**config.mk**
```make
export PLATFORM = sky130hd
export DESIGN_NAME = rle_stream_ctrl
export DESIGN_NICKNAME = d
export VERILOG_FILES = /design/src/rtl/rle_stream_ctrl.sv
export SDC_FILE = /design/constraint.sdc
export NUM_CORES = 1
export LEC_CHECK = 0
export ABC_CLOCK_PERIOD_IN_PS = 4100
export BUFFER_PORTS_ARGS = -buffer_cell sky130_fd_sc_hd__buf_2
export CAP_MARGIN = 5
export CORE_AREA = 2 2 64 96
export DETAILED_ROUTE_END_ITERATION = 10
export DIE_AREA = 0 0 66 98
export GPL_ROUTABILITY_DRIVEN = 0
export SETUP_SLACK_MARGIN = 0.3
export SYNTH_ARGS = -nofsm -noshare
export SYNTH_HDL_FRONTEND = slang
export SYNTH_SLANG_ARGS = --single-unit
```
**constraint.sdc**
```tcl
create_clock -name clk -period 4.1 [get_ports clk]
set_input_delay 0.82 -clock clk [delete_from_list [all_inputs] [get_ports clk]]
set_output_delay 0.82 -clock clk [all_outputs]
set_load 0.02 [all_outputs]
```
**src/rtl/rle_stream_ctrl.sv**
```systemverilog
// Run-length sequencer for DCT coefficient blocks: folds equal consecutive
// coefficients into (value, count) pairs and closes every block with a last=1 pair.
module rle_stream_ctrl #(
    parameter int WIDTH     = 8,
    parameter int CNT_W     = 3,
    parameter int BLOCK_LEN = 64
) (
    input  logic             clk,
    input  logic             reset,
    input  logic             en,
    input  logic [WIDTH-1:0] in_data,
    input  logic             in_valid,
    output logic             in_ready,
    output logic [WIDTH-1:0] out_value,
    output logic [CNT_W-1:0] out_count,
    output logic             out_last,
    output logic             out_valid,
    input  logic             out_ready,
    output logic [15:0]      blk_done,
    output logic             busy
);

    localparam int K_W = (BLOCK_LEN > 2) ? $clog2(BLOCK_LEN) : 1;
    localparam logic [CNT_W-1:0] MAX_RUN = '1;
    localparam logic [K_W-1:0]   K_LAST  = K_W'(BLOCK_LEN - 1);

    typedef enum logic [1:0] {IDLE, RUN, FLUSH} state_t;

    state_t                    state_q, state_d;
    logic signed [WIDTH-1:0]   run_val_q, run_val_d;
    logic        [CNT_W-1:0]   run_cnt_q, run_cnt_d;
    logic        [K_W-1:0]     k_q, k_d;
    logic signed [WIDTH-1:0]   slot_val_q, slot_val_d;
    logic        [CNT_W-1:0]   slot_cnt_q, slot_cnt_d;
    logic                      slot_last_q, slot_last_d;
    logic                      slot_vld_q, slot_vld_d;
    logic        [15:0]        blk_done_q, blk_done_d;

    logic slot_free;
    logic accept;

    // A run is saturated once its counter reaches the largest representable count.
    function automatic logic run_full(input logic [CNT_W-1:0] cnt);
        return cnt == MAX_RUN;
    endfunction

    assign slot_free = !slot_vld_q || out_ready;
    assign in_ready  = (state_q == RUN) && slot_free;
    assign accept    = in_valid && in_ready;

    assign out_value = slot_val_q;
    assign out_count = slot_cnt_q;
    assign out_last  = slot_last_q;
    assign out_valid = slot_vld_q;
    assign blk_done  = blk_done_q;
    assign busy      = (state_q != IDLE);

    always_comb begin
        state_d     = state_q;
        run_val_d   = run_val_q;
        run_cnt_d   = run_cnt_q;
        k_d         = k_q;
        slot_val_d  = slot_val_q;
        slot_cnt_d  = slot_cnt_q;
        slot_last_d = slot_last_q;
        slot_vld_d  = slot_vld_q;
        blk_done_d  = blk_done_q;

        if (slot_vld_q && out_ready) begin
            slot_vld_d = 1'b0;
        end

        case (state_q)
            IDLE: begin
                if (en) state_d = RUN;
            end
            RUN: begin
                if (accept) begin
                    if (k_q == '0) begin
                        run_val_d = $signed(in_data);
                        run_cnt_d = CNT_W'(1);
                    end else if ($signed(in_data) == run_val_q && !run_full(run_cnt_q)) begin
                        run_cnt_d = run_cnt_q + 1'b1;
                    end else begin
                        slot_val_d  = run_val_q;
                        slot_cnt_d  = run_cnt_q;
                        slot_last_d = 1'b0;
                        slot_vld_d  = 1'b1;
                        run_val_d   = $signed(in_data);
                        run_cnt_d   = CNT_W'(1);
                    end
                    if (k_q == K_LAST) begin
                        k_d     = '0;
                        state_d = FLUSH;
                    end else begin
                        k_d = k_q + 1'b1;
                    end
                end
            end
            FLUSH: begin
                // Once the closing pair sits in the slot, wait for it to leave.
                if (slot_vld_q && slot_last_q) begin
                    if (out_ready) begin
                        blk_done_d = blk_done_q + 16'd1;
                        state_d    = en ? RUN : IDLE;
                    end
                end else if (slot_free) begin
                    slot_val_d  = run_val_q;
                    slot_cnt_d  = run_cnt_q;
                    slot_last_d = 1'b1;
                    slot_vld_d  = 1'b1;
                end
            end
            default: state_d = IDLE;
        endcase
    end

    always_ff @(posedge clk or negedge reset) begin
        if (!reset) begin
            state_q     <= IDLE;
            run_val_q   <= '0;
            run_cnt_q   <= '0;
            k_q         <= '0;
            slot_val_q  <= '0;
            slot_cnt_q  <= '0;
            slot_last_q <= 1'b0;
            slot_vld_q  <= 1'b0;
            blk_done_q  <= '0;
        end else begin
            state_q     <= state_d;
            run_val_q   <= run_val_d;
            run_cnt_q   <= run_cnt_d;
            k_q         <= k_d;
            slot_val_q  <= slot_val_d;
            slot_cnt_q  <= slot_cnt_d;
            slot_last_q <= slot_last_d;
            slot_vld_q  <= slot_vld_d;
            blk_done_q  <= blk_done_d;
        end
    end

endmodule
```
-- Word-level counts from Yosys, hierarchy flattened
Index checks and enable logic that the tools add are counted.
W data, S select, Z words.
- $add $sub $neg: 3
- equal/unequal tests: 15
- multiplexer cells: 37
- reduce and logical (&&, ||, !) cells: 17
- operators by type and width (cell ; count):
    $mux W8 ; 7
    $mux W3 ; 7
    $ne A2 B2 Y1 const B ; 9
    $add A16 B1 Y16 const B ; 1
    $pmux W8 S2 ; 1
    $mux W1 ; 12
    $mux W2 ; 5
    $eq A8 B8 Y1 ; 1
    $add A6 B1 Y6 const B ; 1
    $eq A6 B6 Y1 const B ; 1
    $logic_not A6 Y1 ; 1
    $mux W6 ; 1
    $pmux W2 S3 ; 1
    $pmux W3 S2 ; 1
    $reduce_and A3 Y1 ; 2
    $reduce_and A6 Y1 ; 1
    $logic_and A1 B1 Y1 ; 5
    $reduce_and A5 Y1 ; 1
    $pmux W1 S2 ; 2
    $reduce_bool A2 Y1 ; 2
    $add A3 B1 Y3 const B ; 1
    $eq A3 B3 Y1 const B ; 1
    $eq A2 B1 Y1 const B ; 1
    $eq A2 B2 Y1 const B ; 1
    other kinds (5) ; 6
- bits in registers: 48
- bits of input ports: 13
- output and inout port bits: 31
- word-level logic and storage cells: 81

-- Depth between registers and ports, before layout
- depth in word-level cells: 7
- gate-level depth with buffers: 8
- gate-level depth less buffers: 7

-- Least setup slack after synthesis
Ideal clock, no wire load.
- kind: input to register
- start point: in in_data[7]
- end point: reg run_val_q[0]
- setup time: 125 ps
- arrival: 2262 ps
- data required time: 3975 ps
- slack: 1714 ps
- cell stages on the path: 5
- buffers on the path: 0
- cell sequence: xor2_1 or4_4 nand3b_4 o21ai_4 mux2_2
- longest elaborated chain between the ends: 4
- ends and longest elaborated chain (element ; line ; text):
    start: declaration ; 11 ; input logic [WIDTH-1:0] in_data,
    $eq A8 B8 Y1 ; 82 ; end else if ($signed(in_data) == run_val_q && !run_full(run_cnt_q)) begin
    $logic_and A1 B1 Y1 ; 82 ;
    $ne A2 B2 Y1 (no source line) ; - ;
    $reduce_and A3 Y1 (no source line) ; - ;
    end signal: assignment ; 131 ; run_val_q <= run_val_d;
    end: declaration ; 30 ; logic signed [WIDTH-1:0] run_val_q, run_val_d;
Every way passes these cells.
A chain may end at the register's enable or synchronous reset.

-- Worst setup path in the final report
- start point: reg state_q[1]
- end point: reg slot_cnt_q[2], in the netlist out_count[2]
- longest elaborated chain between the ends: 5
- elaborated cells on any way between the ends: 12
- classes of those cells: eq/ne: 7; mux: 1; reduce/logical: 4
- ends and longest elaborated chain (element ; line ; text):
    start: declaration ; 29 ; state_t state_q, state_d;
    start signal: assignment ; 130 ; state_q <= state_d;
    $eq A2 B1 Y1 ; 48, 73 ;
    $logic_and A1 B1 Y1 ; 48 ; assign in_ready = (state_q == RUN) && slot_free;
    $logic_and A1 B1 Y1 ; 49 ; assign accept = in_valid && in_ready;
    $ne A2 B2 Y1 (no source line) ; - ;
    $reduce_and A6 Y1 (no source line) ; - ;
    end signal: assignment ; 135 ; slot_cnt_q <= slot_cnt_d;
    end: declaration ; 34 ; logic [CNT_W-1:0] slot_cnt_q, slot_cnt_d;
Parallel ways exist; a longest one is shown, timed or not.

==> flow_metrics.tcl <==
set metrics [dict create \
    cts_resized 0 \
    synth_compound_area_frac 0.0622 \
    io_buffers 43 \
    critPathKind "reg2reg" \
    tritoncts "done" \
    ys_types 36 \
    synthTopCellsByArea "dfrtp_1 50%, mux2_4 6.3%, mux2_2 5.6%, xnor2_1 5.5%, ha_1 5.2%" \
    clock_path_buffers 2 \
    drcViolationCount 0 \
    setup_viol 0 \
    met2_usage 0.259 \
    root_buffer "clkbuf_8" \
    worst_pin_slew_ps 1060 \
    min_period_ps 2420 \
    drtIter0Drc 59 \
    final_common_cell "dfrtp_1" \
    r2r_start "state_q[1]" \
    yosys.area_share.xor_xnor 0.0952 \
    hold_viol 0 \
    drv_slew 0 \
    crit_fanout 14 \
    maxSlewHeadroom 0.296 \
    fmax_mhz 413 \
    drive_above_1_share 0.324 \
    status "completed" \
    syn_inst 195 \
    pin_count 44 \
    routed_via_density 5.06 \
    cts_num_sinks 48 \
    r2r-end "out_count[2]" \
    grt.busiest_layer "met2" \
    crit_slowest_cell "nor2_2" \
    path_clk_slew_ps 90 \
    maxCapViolCount 0 \
    grt_max_degree 49 \
    fin_ws_ps 1680 \
    min_from "blk_done[15]" \
    fin_skew_ps 5.32 \
    clk_latency_ps 300 \
    antenna_cells 0 \
    routed_wl_microns 4440 \
    post_cts_buffers 0 \
    first_pass_iters 3 \
    synth_fp_nets 218 \
    syn_area_sq_um 2390 \
    nFillCells 542 \
    grt_first_pass_wirelength_microns 7650 \
    dp_hpwl_microns 3270 \
    ys_ff_latch 48 \
    final_cell_mix "48 x dfrtp_1, 43 x buf_2, 15 x xnor2_1" \
    min_to "blk_done[15]" \
    postRouteAntennaNets 0 \
    ctsHoldBuffers 0 \
    muxShareOfSynthArea 0.119 \
    critPathMaxStageDelay_ps 480 \
    grt_usage 0.152 \
    required_ps 4290 \
    fin_setup_tns_ps 0 \
    nets 266 \
    async_flop_share 1.00 \
    synthAdderAreaFrac 0.0523 \
    fp.dieH_microns 98 \
    path_cells "inv_1 > ha_1 > nand2_1 > nor2_2 > a21o_1 > o311a_4 > mux2_2" \
    use_met3 0.0346 \
    timing.final.crit_share 0.591 \
    num_vias 1600 \
    yosys_warnings 0 \
    min_path_type "reg2reg" \
    syn_avg_cell_area_sq_um 12.3 \
    crit_path_end_kind "register" \
    rsz0062_at_grt "no" \
    ff2ff_setup_slack_ps 1680 \
    power.density_nw_per_um2 633 \
    min_path_cells 1 \
    grt_overflow_total 0 \
    cp-start-kind "register" \
    start_util 0.420 \
    cp_data_arrival_time_ps 2610 \
    placement_rows 34 \
    grt_pass1_vias 1717 \
    routedWlPerCell_microns 14.0 \
    power.leakage_nw 1.38 \
    design.core.area_sq_um 5700 \
    antenna_found_initial 0 \
    synth_top_cell_by_area "dfrtp_1" \
    seq_area_frac_synth 0.502 \
    pre_cts_slack_ps 1460 \
    dieArea_sq_um 6470 \
    h-tree-depth 2 \
    yosys.area_share.simple 0.145 \
    chipWidth_microns 66 \
    reg2reg_depth 7 \
    use_met1 0.177 \
    synth_top_family_by_area "simple AND/OR/NAND/NOR gates" \
    synth_edf_count 0 \
    synthToLayoutAreaGrowth_pct 16.3 \
    vdd_ir_drop_max_mv 0.235 \
    ys.flop_type "dfrtp_1" \
    cts_made_buffers 5 \
    synth_top_area_frac 0.502 \
]
## synthesized netlist by cell type (2+ instances only)
library cell,count
mux2_2,12
nor3_1,2
o21ai_0,9
nor2b_1,4
nand2_1,13
xor2_1,11
ha_1,10
and3_1,4
nor2_1,4
dfrtp_1,48
inv_1,9
and4_1,2
nand4_1,8
mux2_4,10
a21oi_1,3
nand3_1,12
xnor2_1,15
## kinds of logic after synthesis
logic type               count (synthesis)
multiplexers                            22
flip-flops                              48
AO/OA/AOI/OAI                           20
buffers and inverters                   11
adder cells (fa/ha/maj)                 10
AND/OR/NAND/NOR                         58
XOR/XNOR                                26
## through the flow
step / instance area, sq um / utilization / hold slack, ps / std cells / total power [mW]
floorplan: 2390 / - / 488 / 195 / 1.29
global placement: 2670 / 0.469 / 458 / 308 / 1.44
detailed placement: 2670 / 0.469 / 465 / 308 / 1.45
CTS: 2780 / 0.488 / 482 / 316 / 1.79
global route: 2780 / 0.488 / 499 / 316 / 1.89
finish: 2780 / 0.488 / 480 / 316 / 1.76
## report_power, final
part / switching [mW] / internal (mW) / leakage [nW]
sequential: 0.115 / 0.606 / 0.609
clock: 0.154 / 0.181 / 0.0552
combinational: 0.350 / 0.354 / 0.713
total: 0.620 / 1.14 / 1.38
## layout make-up
class | count | area [sq um] | area share
clock inverter | 2 | 35.0 | 0.0126
tap | 72 | 90.1 | 0.0324
inverter | 9 | 33.8 | 0.0121
multi-input combinational | 136 | 1130 | 0.408
clock buffer | 6 | 72.6 | 0.0261
timing repair buffer | 43 | 215 | 0.0774
sequential | 48 | 1200 | 0.432
## critical path, delay by kind of cell (launching register included)
family / cells / cell delay (ps)
flip-flops: 1 / 420
AO/OA/AOI/OAI: 2 / 560
multiplexers: 1 / 360
AND/OR/NAND/NOR: 2 / 600
adder cells (fa/ha/maj): 1 / 260
buffers and inverters: 1 / 110
## flip-flops by register name, summed over array words and instances (netlist names)
signal,flops
out_count,3
k_q,6
state_q,2
run_val_q,8
out_last,1
out_value,8
out_valid,1
run_cnt_q,3
blk_done,16
## how the worst max path moves through the flow
stage / startpoint / to / slack [ps] / depth (start not counted)
4_1_cts: state_q[1] / out_count[2] / 1630 / 7
5_1_grt: state_q[1] / out_count[2] / 1470 / 7
3_3_place_gp: in_data[7] / run_val_q[0] / 1490 / 6
6_report: state_q[1] / out_count[2] / 1680 / 7
2_1_floorplan: in_data[7] / run_val_q[0] / 1710 / 5
3_5_place_dp: in_data[7] / run_val_q[7] / 1460 / 6
## metal layers
layer | up-vias | share of wire
met1 | 783 | 0.42
met2 | 27 | 0.51
met3 | 9 | 0.036
met5 | - | 0
met4 | 0 | 0.028
li1 | 781 | -
Power figures use the tool's default switching activity.
